`src/rtl/aes_round_sequencer.sv`:
```
// Round sequencer for the iterative AES datapath: counts rounds, orders
// round-key indices for encrypt/decrypt, and hands results off with stall.
//
// Ports:
//   inClk, inRstN      clock, synchronous active-low reset
//   inStart, inMode    new block request and its direction (1 = decrypt)
//   inAbort            drop the block in flight
//   inDataAck          downstream consumed the output register
//   outReady           a start is accepted this cycle
//   outRoundRegExtWr   load round register from the external bus
//   outRoundRegIntWr   load round register from round logic
//   outDataOutRegWr    capture final round result
//   outRoundIdx        round counter (0 = idle)
//   outKeyIdx          round-key index into the key schedule RAM
//   outLastRound       final round, MixColumns skipped
//   outMode            direction of the block in flight
//   outDataValid       output register holds an unconsumed result
//   outBusy            block in flight
module aes_round_sequencer #(
    parameter int NUM_ROUNDS = 14,
    parameter int CNT_WIDTH  = 4
) (
    input  logic                 inClk,
    input  logic                 inRstN,
    input  logic                 inStart,
    input  logic                 inMode,
    input  logic                 inAbort,
    input  logic                 inDataAck,
    output logic                 outReady,
    output logic                 outRoundRegExtWr,
    output logic                 outRoundRegIntWr,
    output logic                 outDataOutRegWr,
    output logic [CNT_WIDTH-1:0] outRoundIdx,
    output logic [CNT_WIDTH-1:0] outKeyIdx,
    output logic                 outLastRound,
    output logic                 outMode,
    output logic                 outDataValid,
    output logic                 outBusy
);

    localparam logic [CNT_WIDTH-1:0] LAST = CNT_WIDTH'(NUM_ROUNDS);
    localparam logic [CNT_WIDTH-1:0] ZERO = '0;
    localparam logic [CNT_WIDTH-1:0] ONE  = CNT_WIDTH'(1);

    logic [CNT_WIDTH-1:0] cnt;
    logic [CNT_WIDTH-1:0] cnt_next;
    logic                 mode;
    logic                 mode_next;
    logic                 valid;
    logic                 valid_next;

    logic idle;
    logic at_last;
    logic stall;
    logic finishing;
    logic ready;
    logic accept;
    logic out_wr;

    // Shared control terms used by both the next-state and output logic.
    assign idle      = (cnt == ZERO);
    assign at_last   = (cnt == LAST);
    assign stall     = at_last & valid & ~inDataAck;
    assign finishing = at_last & ~stall;
    // Ready never looks at inStart, so there is no start->ready loop.
    assign ready     = inRstN & ~inAbort & (idle | finishing);
    assign accept    = inStart & ready;
    assign out_wr    = finishing & ~inAbort;

    // State register.
    always_ff @(posedge inClk) begin
        if (!inRstN) begin
            cnt   <= ZERO;
            mode  <= 1'b0;
            valid <= 1'b0;
        end else begin
            cnt   <= cnt_next;
            mode  <= mode_next;
            valid <= valid_next;
        end
    end

    // Next-state logic: abort > stall > finish/start > increment.
    always_comb begin
        cnt_next   = cnt;
        mode_next  = mode;
        valid_next = valid;
        if (inAbort) begin
            cnt_next = ZERO;
        end else if (stall) begin
            cnt_next = cnt;
        end else if (at_last || idle) begin
            cnt_next = accept ? ONE : ZERO;
        end else begin
            cnt_next = cnt + ONE;
        end
        if (accept) begin
            mode_next = inMode;
        end
        // A write wins over a same-cycle ack: the new result is unconsumed.
        if (out_wr) begin
            valid_next = 1'b1;
        end else if (inDataAck) begin
            valid_next = 1'b0;
        end
    end

    // Output logic.
    always_comb begin
        outReady         = ready;
        outRoundRegExtWr = accept;
        outRoundRegIntWr = ~idle & ~stall & ~inAbort;
        outDataOutRegWr  = out_wr;
        outRoundIdx      = cnt;
        outLastRound     = at_last;
        outDataValid     = valid;
        outBusy          = ~idle;
        outMode          = idle ? inMode : mode;
        // While idle, the index serves the initial AddRoundKey of the
        // block being accepted, so it follows the incoming direction.
        if (idle) begin
            outKeyIdx = inMode ? LAST : ZERO;
        end else begin
            outKeyIdx = mode ? (LAST - cnt) : cnt;
        end
    end

endmodule

```
`config.mk`:
```
export PLATFORM = sky130hd
export DESIGN_NAME = aes_round_sequencer
export DESIGN_NICKNAME = d
export VERILOG_FILES = /design/src/rtl/aes_round_sequencer.sv
export SDC_FILE = /design/constraint.sdc
export NUM_CORES = 1
export LEC_CHECK = 0
export CORE_AREA = 8 8 45 47
export DETAILED_ROUTE_END_ITERATION = 8
export DIE_AREA = 0 0 53 55
export GPL_TIMING_DRIVEN = 0
export PLACE_DENSITY = 0.85
export SYNTH_ARGS = -nofsm -noshare
export SYNTH_HDL_FRONTEND = slang
export SYNTH_SLANG_ARGS = --single-unit
```
`constraint.sdc`:
```
create_clock -name inClk -period 3.1 [get_ports inClk]
set_clock_uncertainty 0.15 [all_clocks]
set_input_delay 0.62 -clock inClk [delete_from_list [all_inputs] [get_ports inClk]]
set_output_delay 0.62 -clock inClk [all_outputs]
set_load 0.01 [all_outputs]
```
Word-level counts from Yosys, hierarchy flattened
Cells that the tools add are included.
W data, S select, Z words.

word-level totals
  flip-flop bits (word level) = 6
  input port bits = 6
  output and inout port bits = 16
  logic and storage cells = 33

cells by class
  add/subtract/negate cells = 2
  eq/ne operators = 1
  muxes and demuxes = 8
  bitwise gates (word level) = 15
  reductions and logical operators = 4

operators by type and width
  kind                   count
  $mux W4                4
  $and A1 B1 Y1          9
  $not A1 Y1             5
  $add A4 B1 Y4 const B  1
  $eq A4 B4 Y1 const B   1
  $logic_not A4 Y1       1
  $mux W1                4
  $sub A4 B4 Y4 const A  1
  $reduce_bool A2 Y1     1
  $reduce_or A2 Y1       1
  $logic_or A1 B1 Y1     1
  $or A1 B1 Y1           1

Logic depth before layout (Yosys ltp)
  depth in word-level cells = 10
  mapped depth = 7
  mapped depth without buffers = 7

Least setup slack after synthesis
OpenSTA, ideal clock, no wires.

  kind = input-to-output
  start = input inDataAck
  end = output outRoundRegExtWr
  data arrival time = 1.381 ns
  data required time = 2.330 ns
  setup slack = 0.949 ns
  cell stages on the path = 5
  buffers on the path = 1
  path through = nor2b_1 -> clkbuf_1 -> nor2_1 -> o21ba_2 -> and2_1

between the ends
  cells in the longest elaborated chain, start to end = 7

ends and longest elaborated chain
  what                RTL line  source
  start: declaration  28        input logic inDataAck,
  $not A1 Y1          63        assign stall = at_last & valid & ~inDataAck;
  $and A1 B1 Y1       63
  $not A1 Y1          64        assign finishing = at_last & ~stall;
  $and A1 B1 Y1       64
  $or A1 B1 Y1        66        assign ready = inRstN & ~inAbort & (idle | finishing);
  $and A1 B1 Y1       66
  named net outReady  29        output logic outReady,
  $and A1 B1 Y1       67        assign accept = inStart & ready;
  end: declaration    30        output logic outRoundRegExtWr,

The timed path passes the listed nets, and every way through them passes these cells.

Worst setup path after layout
  start = input inAbort
  end = output outRoundRegExtWr

between the ends
  cells in the longest elaborated chain, start to end = 4

ends and longest elaborated chain
  what                         RTL line  source
  start: declaration           27        input logic inAbort,
  $not A1 Y1                   66
  $and A1 B1 Y1 (2 in series)  66
  $and A1 B1 Y1                67

Every way passes these cells.

==> out/metrics.csv <==
metric;value;unit
status;complete, no violations;
die area;2920;um^2
Leak Pwr;0.000335;uW
fin. max-slew vios;0;
Starting DRT DRC Count;12;
Initial Utilization;36.5;%
Crit path top cell by count;clkdlybuf4s50_1;
worst setup margin;0.0819;ns
DP Area;736;um^2
Resize count post-CTS;0;
worst skew pair latency;0.24;ns
maximum number of pins on one net before global-route repair;11;
Layout Nets;102;
Cell Area, Synth;505;um^2
GRT busiest layer;met2;
Final Instance Area;772;um^2
vias in the first global route;537;
Max Cap Violations;0;
die width;53;um
fmax;0.331;GHz
total number of vias;574;
first-pass GRT wire length;2.30;mm
# rows;14;
filler cell count;145;
synthesis-to-layout area growth;52.7;%
WP data required;2.33;ns
ratio of cells with drive above 1 in the final layout;12.1;%
IO Port Bufs;21;
drt pass-1 iters;4;
CTS tree;yes;
synth warn;0;
final setup TNS;0;ns
gpl congestion;0.784;
RSZ-0062 raised after global routing;no;
Vias/cell;5.36;
Core Area;1380;um^2
initial antenna violation count;0;
Avg Cell Area, Syn;7.66;um^2
Hold Path Class;reg -> reg;
Power Dens Cells;272;nW/um^2
clk root buf;clkbuf_4;
crit start category;input port;
Fin. Hold Viols;0;
Worst path max stage delay;0.53;ns
Num CTS Buffers;3;
met3 global-route usage;2.14;%
number of distinct library cells after synthesis;28;
routing usage on met2;18.2;%
buffer depth of the longest clock path;2;
CP max stage cell;clkdlybuf4s50_1;
Top Ports;22;
Num Clock Sinks;6;
final setup vio count;0;
critical-path cell list;clkdlybuf4s50_1 > nand2b_1 > o21ba_2 > and2_1 > clkdlybuf4s50_1;
Residual DRC;0;
Yosys reg bits;6;
sequential area share after synthesis;23.8;%
cells after synthesis;66;
Setup WS pre-CTS;0.0132;ns
kind of critical path;in -> out;
Die Ht;55;um
Worst setup EP type;output pin;
GR Util met1;10.8;%
VDD IR-drop max;0.166;mV
Tot GR Track Use;10.1;%
total wire length;1.50;mm
worst-path maximum fanout;5;
total grt overflow;0;
CTS clk-pin slew, worst paths;0.05;ns
Worst Path Arrival;2.25;ns
WL/cell;14.1;um
final worst path period share;97.4;%
# Post-CTS Setup Buffers;0;
Post-CTS Hold Buffers;0;
Synth Net Count;75;
Final ANT Viol Nets;0;
antenna diode count;0;
max_slew headroom;77.2;%
crit path time final;3.02;ns
htree depth;1;
Slew @ Worst Pin;0.340;ns
-- final cells by class --
class | instances | area, um^2 | share of cell area [%]
buffer | 3 | 27.5 | 3.57
inverter | 5 | 18.8 | 2.43
sequential | 6 | 120 | 15.6
timing repair buffer | 21 | 210 | 27.2
clock buffer | 3 | 22.5 | 2.92
tap | 16 | 20.0 | 2.59
multi-input combinational | 53 | 353 | 45.7
-- state kept, by name, indices dropped and copies added, names as in the netlist --
register	count
outDataValid	1
mode	1
outRoundIdx	4
-- per-stage QoR --
| stage | hold WS, ns | cells | total power (uW) | utilization [%] |
|---|---|---|---|---|
| 2_1_floorplan | 0.343 | 66 | 108 | - |
| 3_3_place_gp | 0.363 | 103 | 135 | 53.2 |
| 3_5_place_dp | 0.391 | 103 | 137 | 53.2 |
| 4_1_cts | 0.393 | 106 | 210 | 54.8 |
| 5_1_grt | 0.442 | 107 | 222 | 55.8 |
| 6_report | 0.391 | 107 | 210 | 55.8 |
-- worst max-delay path, delay by kind of cell --
family | cells | cell delay, ns
AOI/OAI and AO/OA | 1 | 0.27
and+or+nand+nor | 2 | 0.36
buffers and inverters | 2 | 0.99
-- worst paths after layout --
kind,start,endpoint,slack [ns],cells after the start
setup / recovery,inAbort,outRoundRegExtWr,0.08,5
hold / removal,mode$_SDFFE_PN0P_,mode$_SDFFE_PN0P_,0.39,2
setup reg to reg,outRoundIdx[0]$_SDFFE_PP0N_,outRoundIdx[0]$_SDFFE_PP0N_,1.22,7
hold reg to reg,mode$_SDFFE_PN0P_,mode$_SDFFE_PN0P_,0.39,2
-- synthesized netlist by cell type, drive strengths merged --
| library cell | n | area [um^2] |
|---|---|---|
| ha | 3 | 37.5 |
| clkbuf | 1 | 3.75 |
| a21o | 1 | 7.51 |
| a211oi | 3 | 22.5 |
| mux2 | 1 | 11.3 |
| a21oi | 4 | 20.0 |
| nor3b | 1 | 18.8 |
| and2 | 2 | 12.5 |
| o21ai | 5 | 25.0 |
| o21ba | 1 | 10.0 |
| o21a | 1 | 7.51 |
| inv | 5 | 18.8 |
| buf | 2 | 22.5 |
| and3b | 1 | 8.76 |
| nand2 | 6 | 22.5 |
| nor3 | 2 | 10.0 |
| nor2 | 9 | 33.8 |
| a32oi | 1 | 8.76 |
| a311oi | 1 | 8.76 |
| mux2i | 2 | 20.0 |
| dfxtp | 6 | 120 |
| nand2b | 2 | 12.5 |
| a31oi | 1 | 6.26 |
| nor2b | 2 | 12.5 |
| nand3 | 1 | 5.00 |
| xor2 | 1 | 8.76 |
| a221o | 1 | 10.0 |
-- routing by layer --
metal	vias to the layer above	share of wire [%]
met5	-	0
met4	0	1.3
met3	2	5.6
met2	17	48
met1	269	45
li1	286	-
-- logic make-up (layout without fill, tap and decap cells) --
family	after synthesis	after routing	synth area share (%)
and+or+nand+nor	26	27	27.0
AOI/OAI and AO/OA	19	19	25.0
buffers and inverters	8	32	8.91
DFF	6	6	23.8
adders and majority gates	3	3	7.43
muxes	3	3	6.19
xor gates and xnor gates	1	1	1.73
-- placed cells by master (no fill, tap or decap), drive strengths merged, types with 2 or more instances in the layout --
cell / count
buf: 2
mux2i: 2
nor3: 2
nor2b: 2
a211oi: 3
nand2: 6
nor3b: 2
nand2b: 2
nor2: 9
clkdlybuf4s50: 21
a21oi: 4
clkbuf: 4
inv: 5
and2: 2
o21ai: 5
dfxtp: 6
ha: 3
-- report_power, final --
part / switching [uW] / total, uW / internal (uW)
Sequential: 2.46 / 81.3 / 78.8
Combinational: 23.4 / 55.1 / 31.6
Clock: 30.0 / 73.9 / 43.9
Total: 55.9 / 210 / 154
No activity file was read; power rests on OpenSTA's default activity.
